[config.mk]
export PLATFORM = sky130hd
export DESIGN_NAME = uart_cpld_ctrl
export DESIGN_NICKNAME = d
export VERILOG_FILES = /design/src/rtl/uart_cpld_ctrl.sv
export SDC_FILE = /design/constraint.sdc
export NUM_CORES = 1
export LEC_CHECK = 0
export CAP_MARGIN = 20
export CORE_MARGIN = 2
export CORE_UTILIZATION = 51
export CTS_CLUSTER_SIZE = 16
export DETAILED_ROUTE_END_ITERATION = 16
export PLACE_DENSITY = 0.91
export SYNTH_ARGS = -nofsm -noshare
export SYNTH_HDL_FRONTEND = slang
export SYNTH_SLANG_ARGS = --single-unit
[constraint.sdc]
create_clock -name clk_bus -period 2.7 [get_ports clk_bus]
set_clock_uncertainty 0.15 [all_clocks]
set_input_delay 0.54 -clock clk_bus [delete_from_list [all_inputs] [get_ports clk_bus]]
set_output_delay 0.54 -clock clk_bus [all_outputs]
set_load 0.01 [all_outputs]
[src/rtl/uart_cpld_ctrl.sv]
// Buffered bus-to-CPLD UART transfer sequencer.
// CPU reads and writes go to small TX/RX FIFOs. A timed FSM drives the CPLD
// strobes from registered outputs. It paces transmits on the synchronised
// tready flag and drains received bytes on the synchronised data_ready flag.
module uart_cpld_ctrl #(
  parameter int TX_AW     = 2,
  parameter int RX_AW     = 2,
  parameter int SETUP_CYC = 1,
  parameter int PULSE_CYC = 4,
  parameter int GUARD_CYC = 4
) (
  input  logic        clk_bus,
  input  logic        rst_n,
  input  logic [3:0]  bus_address,
  input  logic [31:0] bus_data_i,
  output logic [31:0] bus_data_o,
  input  logic        bus_read,
  input  logic        bus_write,
  input  logic [7:0]  cpld_data_i,
  output logic [7:0]  cpld_data_o,
  output logic        cpld_data_oe,
  output logic        cpld_wrn,
  output logic        cpld_rdn,
  input  logic        cpld_tready,
  input  logic        cpld_tsre,
  input  logic        cpld_data_ready
);

  localparam int TX_DEPTH = 1 << TX_AW;
  localparam int RX_DEPTH = 1 << RX_AW;

  localparam logic [3:0] ADDR_DATA = 4'h8;
  localparam logic [3:0] ADDR_STAT = 4'hC;

  // Counter reload values: each state runs for (load + 1) cycles.
  localparam logic [3:0] SETUP_LD = 4'(SETUP_CYC - 1);
  localparam logic [3:0] PULSE_LD = 4'(PULSE_CYC - 1);
  localparam logic [3:0] GUARD_LD = 4'(GUARD_CYC - 1);

  typedef enum logic [2:0] {
    IDLE,
    WR_SETUP,
    WR_PULSE,
    WR_HOLD,
    RD_PULSE,
    GUARD
  } state_t;

  state_t     state, state_next;
  logic [3:0] cnt, cnt_next;

  // Synchronizer vectors, ordered {tready, tsre, data_ready}
  logic [2:0] meta_p0, sync_p1;
  logic       tready_s, tsre_s, ready_s;

  // TX FIFO
  logic [7:0]     tx_mem [TX_DEPTH];
  logic [TX_AW:0] tx_wp, tx_rp;
  logic           tx_empty, tx_full, tx_push, tx_pop;
  logic [7:0]     tx_head;

  // RX FIFO
  logic [7:0]     rx_mem [RX_DEPTH];
  logic [RX_AW:0] rx_wp, rx_rp;
  logic           rx_empty, rx_full, rx_push, rx_pop, rx_take;
  logic [7:0]     rx_head;

  logic overflow, ovf_set, stat_rd, tx_idle;
  logic unused_bits;

  // Only the low byte of a bus write reaches the transmit path.
  assign unused_bits = ^bus_data_i[31:8];

  // Two-flop synchronizer for the asynchronous CPLD status flags
  always_ff @(posedge clk_bus or negedge rst_n) begin
    if (!rst_n) begin
      meta_p0 <= '0;
      sync_p1 <= '0;
    end else begin
      meta_p0 <= {cpld_tready, cpld_tsre, cpld_data_ready};
      sync_p1 <= meta_p0;
    end
  end

  assign tready_s = sync_p1[2];
  assign tsre_s   = sync_p1[1];
  assign ready_s  = sync_p1[0];

  // FIFO flags. Full means the pointer MSBs differ and the index bits match.
  assign tx_empty = (tx_wp == tx_rp);
  assign tx_full  = (tx_wp[TX_AW] != tx_rp[TX_AW]) &&
                    (tx_wp[TX_AW-1:0] == tx_rp[TX_AW-1:0]);
  assign rx_empty = (rx_wp == rx_rp);
  assign rx_full  = (rx_wp[RX_AW] != rx_rp[RX_AW]) &&
                    (rx_wp[RX_AW-1:0] == rx_rp[RX_AW-1:0]);

  assign tx_head  = tx_mem[tx_rp[TX_AW-1:0]];
  assign rx_head  = rx_mem[rx_rp[RX_AW-1:0]];

  // Accept decisions use the flags from before the edge, so a byte that
  // arrives while its FIFO is full is lost even if a pop happens that cycle.
  assign tx_push  = bus_write && (bus_address == ADDR_DATA) && !tx_full;
  assign rx_pop   = bus_read  && (bus_address == ADDR_DATA) && !rx_empty;
  assign stat_rd  = bus_read  && (bus_address == ADDR_STAT);
  assign rx_push  = rx_take && !rx_full;
  assign ovf_set  = rx_take &&  rx_full;
  assign tx_idle  = tx_empty && (state == IDLE);

  // TX pointer update: bus pushes, FSM pops after a completed write strobe
  always_ff @(posedge clk_bus or negedge rst_n) begin
    if (!rst_n) begin
      tx_wp <= '0;
      tx_rp <= '0;
    end else begin
      if (tx_push) tx_wp <= tx_wp + 1'b1;
      if (tx_pop)  tx_rp <= tx_rp + 1'b1;
    end
  end

  // TX storage write (data path, not reset)
  always_ff @(posedge clk_bus) begin
    if (tx_push) tx_mem[tx_wp[TX_AW-1:0]] <= bus_data_i[7:0];
  end

  // RX pointer update: FSM pushes the sampled byte, bus reads pop it
  always_ff @(posedge clk_bus or negedge rst_n) begin
    if (!rst_n) begin
      rx_wp <= '0;
      rx_rp <= '0;
    end else begin
      if (rx_push) rx_wp <= rx_wp + 1'b1;
      if (rx_pop)  rx_rp <= rx_rp + 1'b1;
    end
  end

  // RX storage write. cpld_data_i is sampled on the last read-pulse cycle.
  always_ff @(posedge clk_bus) begin
    if (rx_push) rx_mem[rx_wp[RX_AW-1:0]] <= cpld_data_i;
  end

  // Sticky overflow flag. A new overflow beats a same-cycle status-read clear.
  always_ff @(posedge clk_bus or negedge rst_n) begin
    if (!rst_n) begin
      overflow <= 1'b0;
    end else if (ovf_set) begin
      overflow <= 1'b1;
    end else if (stat_rd) begin
      overflow <= 1'b0;
    end
  end

  // Combinational bus read mux
  always_comb begin
    bus_data_o = '0;
    if (bus_read) begin
      case (bus_address)
        ADDR_DATA: bus_data_o = rx_empty ? 32'h0 : {24'h0, rx_head};
        ADDR_STAT: bus_data_o = {27'h0, overflow, tsre_s, tx_idle, !rx_empty, !tx_full};
        default:   bus_data_o = '0;
      endcase
    end
  end

  // FSM state and shared timing counter
  always_ff @(posedge clk_bus or negedge rst_n) begin
    if (!rst_n) begin
      state <= IDLE;
      cnt   <= '0;
    end else begin
      state <= state_next;
      cnt   <= cnt_next;
    end
  end

  // FSM next state, counter reloads and FIFO handshakes
  always_comb begin
    state_next = state;
    cnt_next   = cnt;
    tx_pop     = 1'b0;
    rx_take    = 1'b0;
    case (state)
      IDLE: begin
        if (ready_s) begin
          state_next = RD_PULSE;
          cnt_next   = PULSE_LD;
        end else if (!tx_empty && tready_s) begin
          state_next = WR_SETUP;
          cnt_next   = SETUP_LD;
        end
      end
      WR_SETUP: begin
        if (cnt == 4'd0) begin
          state_next = WR_PULSE;
          cnt_next   = PULSE_LD;
        end else begin
          cnt_next = cnt - 4'd1;
        end
      end
      WR_PULSE: begin
        if (cnt == 4'd0) begin
          state_next = WR_HOLD;
          cnt_next   = 4'd0;
        end else begin
          cnt_next = cnt - 4'd1;
        end
      end
      WR_HOLD: begin
        tx_pop     = 1'b1;
        state_next = GUARD;
        cnt_next   = GUARD_LD;
      end
      RD_PULSE: begin
        if (cnt == 4'd0) begin
          rx_take    = 1'b1;
          state_next = GUARD;
          cnt_next   = GUARD_LD;
        end else begin
          cnt_next = cnt - 4'd1;
        end
      end
      GUARD: begin
        if (cnt == 4'd0) begin
          state_next = IDLE;
        end else begin
          cnt_next = cnt - 4'd1;
        end
      end
      default: begin
        state_next = IDLE;
        cnt_next   = '0;
      end
    endcase
  end

  // Registered CPLD pins decoded from the next state. This keeps them
  // glitch-free and aligned with the state register.
  always_ff @(posedge clk_bus or negedge rst_n) begin
    if (!rst_n) begin
      cpld_wrn     <= 1'b1;
      cpld_rdn     <= 1'b1;
      cpld_data_oe <= 1'b0;
      cpld_data_o  <= 8'h00;
    end else begin
      cpld_wrn     <= (state_next != WR_PULSE);
      cpld_rdn     <= (state_next != RD_PULSE);
      cpld_data_oe <= (state_next == WR_SETUP) || (state_next == WR_PULSE) ||
                      (state_next == WR_HOLD);
      if ((state == IDLE) && (state_next == WR_SETUP)) cpld_data_o <= tx_head;
    end
  end

endmodule

## Word-level counts from Yosys, hierarchy flattened

Memory sizes are Yosys's and may differ from the RTL's. A register that Yosys moved wholly into a read port is not among the register bits.
Index checks and enable logic that the tools add are counted.
W data, S select, Z words.

- Multiplexer cells: 25
- Add/subtract/negate cells: 5
- Reduce and logical (&&, ||, !) cells: 24
- Equal/unequal tests: 20

Operators with widths:

| kind | number |
|---|---|
| $mux W4 | 5 |
| $pmux W4 S5 | 1 |
| $mux W3 | 6 |
| $pmux W3 S6 | 1 |
| $mux W8 | 2 |
| $pmux W8 S2 | 1 |
| $add A3 B1 Y3 const B | 4 |
| $eq A3 B2 Y1 const B | 4 |
| $logic_and A1 B1 Y1 | 12 |
| $mux W1 | 9 |
| $eq A4 B4 Y1 const B | 2 |
| $eq A3 B1 Y1 const B | 2 |
| $eq A3 B3 Y1 | 2 |
| $eq A3 B3 Y1 const B | 2 |
| $ne A3 B3 Y1 const B | 2 |
| $logic_not A1 Y1 | 5 |
| $eq A2 B2 Y1 | 2 |
| $logic_not A4 Y1 | 1 |
| $sub A4 B1 Y4 const B | 1 |
| $logic_not A3 Y1 | 1 |
| $ne A3 B2 Y1 const B | 1 |
| $logic_or A1 B1 Y1 | 2 |
| $ne A1 B1 Y1 | 2 |
| $ne A2 B2 Y1 const B | 1 |
| 3 further kinds | 3 |

- RAM bits: 64
- Bits of input ports: 51
- Memories: 2
- Output and inout bits: 43
- Register bits after elaboration: 29

Memory list:

| name | depth | bits a word | rd ports | clocked after memory_dff | write ports | RTL line | RTL |
|---|---|---|---|---|---|---|---|
| rx_mem | 4 | 8 | 1 | 0 | 1 | 63 | `logic [7:0] rx_mem [RX_DEPTH];` |
| tx_mem | 4 | 8 | 1 | 1 | 1 | 57 | `logic [7:0] tx_mem [TX_DEPTH];` |

## Logic depth before layout (Yosys ltp)

Gate-level depths: netlist of run 1.

- Depth after elaboration: 9
- Depth in mapped cells: 7
- Gate-level depth less buffers: 6

## Worst setup path before layout of run 1

No wires, ideal clock.

- Path type: reg2out
- Start point: register tx_rp[1]
- End point: output port bus_data_o[2]
- Slack: 0.448 ns
- Buffers on the path: 1
- Data required time: 2.010 ns
- Stages on the path, launching flop included: 6
- Arrival time: 1.562 ns
- Cells stage by stage: dfrtp_1 -> buf_4 -> xnor2_1 -> nand3_1 -> or3_1 -> a21oi_1

- Word-level cells in the longest chain between the ends: 4

Ends and longest elaborated chain:

| what | RTL line | RTL |
|---|---|---|
| from (decl) | 58 | `logic [TX_AW:0] tx_wp, tx_rp;` |
| from (signal assigned) | 116 | `if (tx_pop) tx_rp <= tx_rp + 1'b1;` |
| $eq A3 B3 Y1 | 90 | `assign tx_empty = (tx_wp == tx_rp);` |
| $logic_and A1 B1 Y1 | 107 | `assign tx_idle = tx_empty && (state == IDLE);` |
| $pmux W8 S2 | 156 | `case (bus_address)` |
| $mux W8 | 155 | `if (bus_read) begin` |
| to (decl) | 16 | `output logic [31:0] bus_data_o,` |

Every way passes these cells.

## Worst setup path after layout of run 1

- Start point: register rx_rp[1]
- End point: output port bus_data_o[3]

- Word-level cells in the longest chain between the ends: 4
- Elaborated cells between the ends (all ways): 5
- Classes of those cells: 1 x eq/ne; 3 x mux; 1 x memory

Ends and longest elaborated chain:

| what | RTL line | RTL |
|---|---|---|
| from (decl) | 64 | `logic [RX_AW:0] rx_wp, rx_rp;` |
| from (signal assigned) | 132 | `if (rx_pop) rx_rp <= rx_rp + 1'b1;` |
| $mem_v2 Z4 W8 or $eq A3 B3 Y1 (tied branches) | n/a |  |
| $mux W8 (*) | 157 | `ADDR_DATA: bus_data_o = rx_empty ? 32'h0 : {24'h0, rx_head};` |
| $pmux W8 S2 (*) | 156 |  |
| $mux W8 (*) | 155 |  |

Every way passes the cells marked *; elsewhere a longest branch is shown, timed or not.

==> results of run 1 <==
==> per-layer routing <==
layer | global-route usage [%] | vias to the layer above | wire length, um
li1 | - | 1199 | -
met1 | 24.3 | 1332 | 3660
met2 | 31.4 | 80 | 4440
met3 | 2.84 | 10 | 331
met4 | 6.11 | 0 | 138
met5 | 0 | - | 0
==> report_power, final <==
group,total [mW],leakage (nW),internal [mW],switching (mW)
clock network,0.921,0.0939,0.374,0.547
registers,2.08,1.03,1.89,0.189
logic,1.81,1.03,0.941,0.870
total,4.81,2.15,3.20,1.61
==> worst max-delay path, delay by kind of cell (launching register included) <==
kind / cells / cell delay [ns]
AO/OA/AOI/OAI: 2 / 0.59
buffers and inverters: 3 / 0.46
flip-flops: 1 / 0.42
XOR/XNOR: 1 / 0.15
==> state kept, by name (all words and copies together) (netlist names), 3 cells and up <==
register     cells
rx_mem          32
tx_rp            3
cpld_data_o      8
sync_p1          3
rx_wp            3
tx_mem          32
rx_rp            3
tx_wp            3
cnt              4
state            3
meta_p0          3
==> cell type report <==
type / instances / area share (%)
multi-input cells: 167 / 27.9
well taps: 108 / 2.46
flip-flops and latches: 101 / 51.9
repair buffers: 80 / 13.3
inverters: 15 / 1.02
clock inverters: 6 / 0.934
clock buffers: 10 / 2.50
==> placed cells by master (no fill, tap or decap), drive strengths merged, types with 2 or more instances in the layout <==
cell | netlist | routed
dlygate4sd2 | 0 | 6
dfstp | 2 | 2
buf | 30 | 41
nor3 | 2 | 2
mux4 | 16 | 16
edfxtp | 64 | 64
nor2 | 5 | 5
a31oi | 3 | 3
conb | 1 | 24
a311oi | 2 | 2
xnor2 | 12 | 12
nand3 | 9 | 9
nand2b | 4 | 4
clkbuf | 3 | 11
and2 | 8 | 8
clkdlybuf4s50 | 0 | 32
o311ai | 2 | 2
mux2 | 10 | 10
clkinv | 0 | 2
xor2 | 5 | 5
nand2 | 9 | 9
or3b | 3 | 3
o22ai | 2 | 2
ha | 12 | 12
nor2b | 3 | 3
mux2i | 2 | 2
inv | 15 | 18
a21oi | 5 | 5
o221ai | 2 | 2
dfrtp | 35 | 35
o21ai | 10 | 10
or3 | 3 | 3
==> repair_timing <==
action,in CTS,in global routing
setup buffers,5,3
gates resized for setup,37,4
pin swaps,3,2
gates cloned,0,0
setup endpoints to repair,8,5
==> metrics by stage <==
step                      utilization, %  hold WS, ns  setup TNS [ns]  std cells  power, mW
after detailed placement            60.2        0.189           -4.87        464       3.79
after global routing                63.0        0.188         -0.0227        487       5.08
after global placement              60.2        0.184           -3.69        464       3.69
final                               63.0        0.139               0        487       4.81
after floorplan                        -       0.0944               0        316       3.22
after CTS                           62.7        0.158         -0.0820        485       4.74
==> how the worst max path moves through the flow <==
stage	startpoint	cells past startpoint	slack, ns	end
floorplan	tx_rp[1]	5	0.45	bus_data_o[2]
global placement	bus_address[0]	5	-0.43	bus_data_o[4]
detailed placement	bus_address[0]	5	-0.45	bus_data_o[3]
CTS	rx_rp[0]	7	-0.05	bus_data_o[0]
global route	rx_rp[1]	6	-0.02	bus_data_o[3]
finish	rx_rp[1]	6	0.02	bus_data_o[3]
==> cells by family after synthesis <==
logic type      after synthesis
flops                       101
compound gates               34
mux                          28
fa+ha+maj                    12
buf+inv                      48
xor+xnor                     17
simple gates                 52
other cells                   1
==> results.md, run 1 <==
- Fin nets: ~440
- IO buf count: 45
- Reg area: roughly 2900 um2
- First-pass GRT wire length: 13900 um
- Reg2Reg Depth: 5
- CP Cell Sequence: xnor2_1 -> buf_4 -> a311o_2 -> buf_4 -> o21ai_1 -> buf_2
- EDFF count, synth: between 60 and 70
- Core Region: approximately 8700 um2
- Slowest stage delay, CP: between 0.4 and 0.5 ns
- Worst slew pin tran: ~0.89 ns
- Dominant synthesized flop cell: edfxtp_1
- Worst path slowest cell: a311o_2
- Max Freq: between 0.3 and 0.4 GHz
- Worst Path Max Fanout: 4
- Tcrit/Tclk final: approximately 99%
- Post-Synth Simple-Gate Area: under 10%
- CTS tree: built
- N_diodes: 0
- First-pass DRT Iterations: 4
- CP Launch Type: flop
- Slew Limit Fails: 0
- Most numerous cell in the Yosys netlist: edfxtp_1
- FILL cells: between 500 and 600
- # setup viols final: 0
- Final Hold Fails: 0
- Initial core utilization: a little over half
- XOR/XNOR share of the synthesized area: under 10%
- Setup crit end kind: primary output
- Die Height: 98.6 um
- Max_slew headroom: about two fifths
- Number of core rows: 34
- CTS Sinks: between 100 and 150
- Routability Congestion: a little under 0.8
- Multi-input gate area: ~1500 um2
- Final Critical Period: approximately 2.7 ns
- Post-DP HPWL: 5680 um
- Chip Width: ~100 um
- Mux share of post-synthesis cell area: 10.9%
- Largest family of logic cells by synthesized area: multiplexers
- GRT overflow: 0
- R2R setup slack: 0.14 ns
- Post-synthesis adder-cell area fraction: about 3.3%
- GRT Total Usage: 18.4%
- Clk buf depth: 2
- Tightest Hold Check Type: input pin to async pin
- Wire per inst: about 18 um
- Vias in the first global route: 2654
- DIE AREA: roughly 9700 um2
- Vias: between 2000 and 3000
- Power Density: 875 nW/um2
- First-iteration detailed-routing DRC count: roughly 160
- Detailed Route WL: between 8000 and 9000 um
- # Max-Cap Violations: 0
- CP dominant cell by count: buf_4
- Post-route design area: about 5500 um2
- Synth Area in Compound Gates: just over 6%
- Htree depth: 3
- Antenna violations before repair: 0
- Worst vdd ir: approximately 0.41 mV
- DRT antenna net count: 0
- Critical Path RT: 2.01 ns
- R2r startpoint: cnt[0]
- Clock root buffer: clkbuf_8
- Async SR Flop Fraction: ~37%
- Largest net degree at the start of global routing: 38
- Post-synthesis sequential area ratio: roughly 62%
- Hold buffer count at CTS: 0
- CTS buffer count: 9
- I/O pin cnt: 94
- DR vias/cell: ~5.4
- Cell Area, Placed: around 5300 um2
- Synth area leader: edfxtp_1
- Clk slew on worst S/H paths: around 0.1 ns
- Setup WS post-layout: 0.0238 ns
- Unique masters post-synth: 54
- Yosys synthesis warning count: 0
- Cells after synthesis: around 290
- Lkg Pwr: 2.15 nW
- CP arrival: 1.99 ns
- Top post-synthesis cells by area: edfxtp_1 42%, dfrtp_1 19%, mux4_2 7.9%, buf_4 4.1%, ha_1 3.3%
- Crit Path Class: flop to primary output
- Status: completed
- Post-Syn Area per Cell: 15.6 um2
- Pre-CTS setup slack: -0.450 ns
- Synthesized area: ~4600 um2
- Post-synthesis register bit count: around 100
- Area Overhead vs Synth: 20.3%
- Reg2reg end: rx_mem[2][2]
- Layout cells sized above 1: between 20 and 30%
- DRC Markers: 0
- Clock insertion delay at the later pin of the skew report: ~0.36 ns
- Post-synth top cells: 64 x edfxtp_1, 35 x dfrtp_1, 25 x buf_4
- Top-area cell type share of the netlist area: between 40% and 50%
Power figures use the tool's default switching activity.
==> run 2, diff against run 1 <==
Settings changed: PLACE_DENSITY 0.91 to 0.85.
==> run 2 against run 1 <==
Utilization increased by 0.33 points; wire length fell by 1.2%; worst hold slack got worse by 0.024 ns; critical endpoint is now bus_data_o[1]; highest routed layer unchanged; total power increased by 1.4%; critical path depth shrank 2; sequential power is essentially flat; largest power group unchanged; final cell count did not move.
==> results.md, run 2 (synthesis gave the netlist of run 1 again) <==
- Vias in the first global route: roughly 2800
- Antenna violations before repair: 0
- Area Overhead vs Synth: 20.9%
- Lkg Pwr: roughly 2.2 nW
- Clock insertion delay at the later pin of the skew report: between 0.3 and 0.4 ns
- Critical Path RT: approximately 2 ns
- Clk slew on worst S/H paths: about 0.1 ns
- Slew Limit Fails: 0
- Routability Congestion: around 0.78
- Pre-CTS setup slack: -0.439 ns
- Final Critical Period: about 2.7 ns
- First-pass GRT wire length: 13600 um
- First-pass DRT Iterations: 4
- Post-route design area: ~5500 um2
- Fin nets: around 440
- Worst path slowest cell: mux4_2
- Wire per inst: ~17 um
- Largest net degree at the start of global routing: 38
- Tcrit/Tclk final: a little over nine tenths
- Worst Path Max Fanout: 6
- Max Freq: 0.376 GHz
- RSZ-0062 raised after global routing: no
- Power Total: roughly 4.9 mW
- Crit Path Class: flop to primary output
- Slowest stage delay, CP: between 0.5 and 0.6 ns
- Setup crit end kind: primary output
- Most common cell after layout, fill and taps aside: edfxtp_1
- R2r startpoint: cnt[0]
- Non-filler cells in the finished layout: 487
- Hold WS: approximately 0.11 ns
- R2R setup slack: ~0.10 ns
- # Max-Cap Violations: 0
- DRT antenna net count: 0
- CP arrival: between 1.5 and 2 ns
- N_diodes: 0
- Status: completed
- CTS buffer count: 9
- CP endpoint: bus_data_o[1]
- Most frequent cells in the layout: 64 x edfxtp_1, 33 x dfrtp_1, 32 x clkdlybuf4s50_1
- Worst vdd ir: between 0.5 and 0.6 mV
- Reg2Reg Depth: 5
- Worst slew pin tran: about 0.84 ns
- DIE AREA: just under 10000 um2
- DRC Markers: 0
- Clock root buffer: clkbuf_8
- I/O pin cnt: 94
- Setup TNS: 0 ns
- Cell Area, Placed: 5240 um2
- Critical Path Source: rx_rp[0]
- Chip Width: 98.6 um
- CP Cell Sequence: buf_12 -> mux4_2 -> o211a_1 -> dlygate4sd2_1
- Layout cells sized above 1: roughly 28%
- GRT overflow: 0
- Number of core rows: 34
- FILL cells: between 500 and 600
- Power Density: just under 900 nW/um2
- Post-DP HPWL: roughly 5800 um
- Setup WS post-layout: approximately 0.04 ns
- Clk buf depth: 2
- Detailed Route WL: roughly 8500 um
- Vias: around 2600
- GRT Total Usage: around 18%
- Final Hold Fails: 0
- CP Launch Type: flop
- IO buf count: 45
- # setup viols final: 0
- Htree depth: 3
- Hold buffer count at CTS: 0
- Core Region: about 8700 um2
- Final core occ: 63.3%
- Placed insts: roughly 470
- Tightest Hold Check Type: input pin to async pin
- Max_slew headroom: a little over two fifths
- First-iteration detailed-routing DRC count: about 130
- Die Height: approximately 99 um
- CTS tree: built
- Initial core utilization: 52.4%
- Reg2reg end: rx_mem[1][0]
- CTS Sinks: ~100
- DR vias/cell: about 5.3
==> run 2: cell types whose count changed in the layout (fill, tap and decap cells not counted), moves of 2 or more <==
| cell | change |
|---|---|
| buf_12 | -2 |
| buf_4 | +3 |
| dlygate4sd2_1 | -3 |
| dlymetal6s2s_1 | +3 |
| inv_8 | +2 |
| o21ai_0 | +2 |
==> run 2: layout make-up <==
cell class | count | area, um2 | area share, %
sequential | 101 | 2850 | 51.6
multi-input combinational | 167 | 1550 | 28.1
timing repair buffer | 80 | 714 | 12.9
tap | 108 | 135 | 2.45
clock buffer | 9 | 124 | 2.24
clock inverter | 7 | 87.6 | 1.59
inverter | 15 | 56.3 | 1.02
==> run 2: timing repair <==
action	4_1_cts	5_1_grt
gates resized for setup	33	8
pin swaps	2	1
endpoints found under the setup margin	8	5
buffers inserted	5	1
cloned	0	0
==> run 2: worst max-delay path: cells and delay by family, from the launching register on <==
| family | cells | cell delay (ns) |
|---|---|---|
| AOI/OAI and AO/OA | 1 | 0.23 |
| DFF | 1 | 0.42 |
| buffers and inverters | 2 | 0.42 |
| muxes | 1 | 0.52 |
==> run 2: worst min-delay path by stage <==
stage	from	endpoint	slack, ns	cells past startpoint
6_report	rst_n	cpld_data_o[4]	0.11	1
3_5_place_dp	meta_p0[2]	sync_p1[2]	0.19	0
5_1_grt	rst_n	cpld_data_o[4]	0.18	1
4_1_cts	rst_n	cpld_data_o[4]	0.14	1
3_3_place_gp	meta_p0[0]	sync_p1[0]	0.18	0
2_1_floorplan	rst_n	cnt[0]	0.09	0
==> run 2: routing by layer <==
layer | global-route usage (%) | wire (um) | up-vias
met4 | 9.27 | 155 | 0
li1 | - | - | 1194
met5 | 0 | 0 | -
met3 | 3.19 | 242 | 11
met2 | 31.6 | 4540 | 74
met1 | 22.1 | 3530 | 1326
==> run 2: power by group <==
| part | internal [mW] | total [mW] | switching (mW) |
|---|---|---|---|
| Combinational | 0.916 | 1.79 | 0.870 |
| Sequential | 1.89 | 2.07 | 0.187 |
| Clock | 0.453 | 1.01 | 0.560 |
| Total | 3.26 | 4.87 | 1.62 |
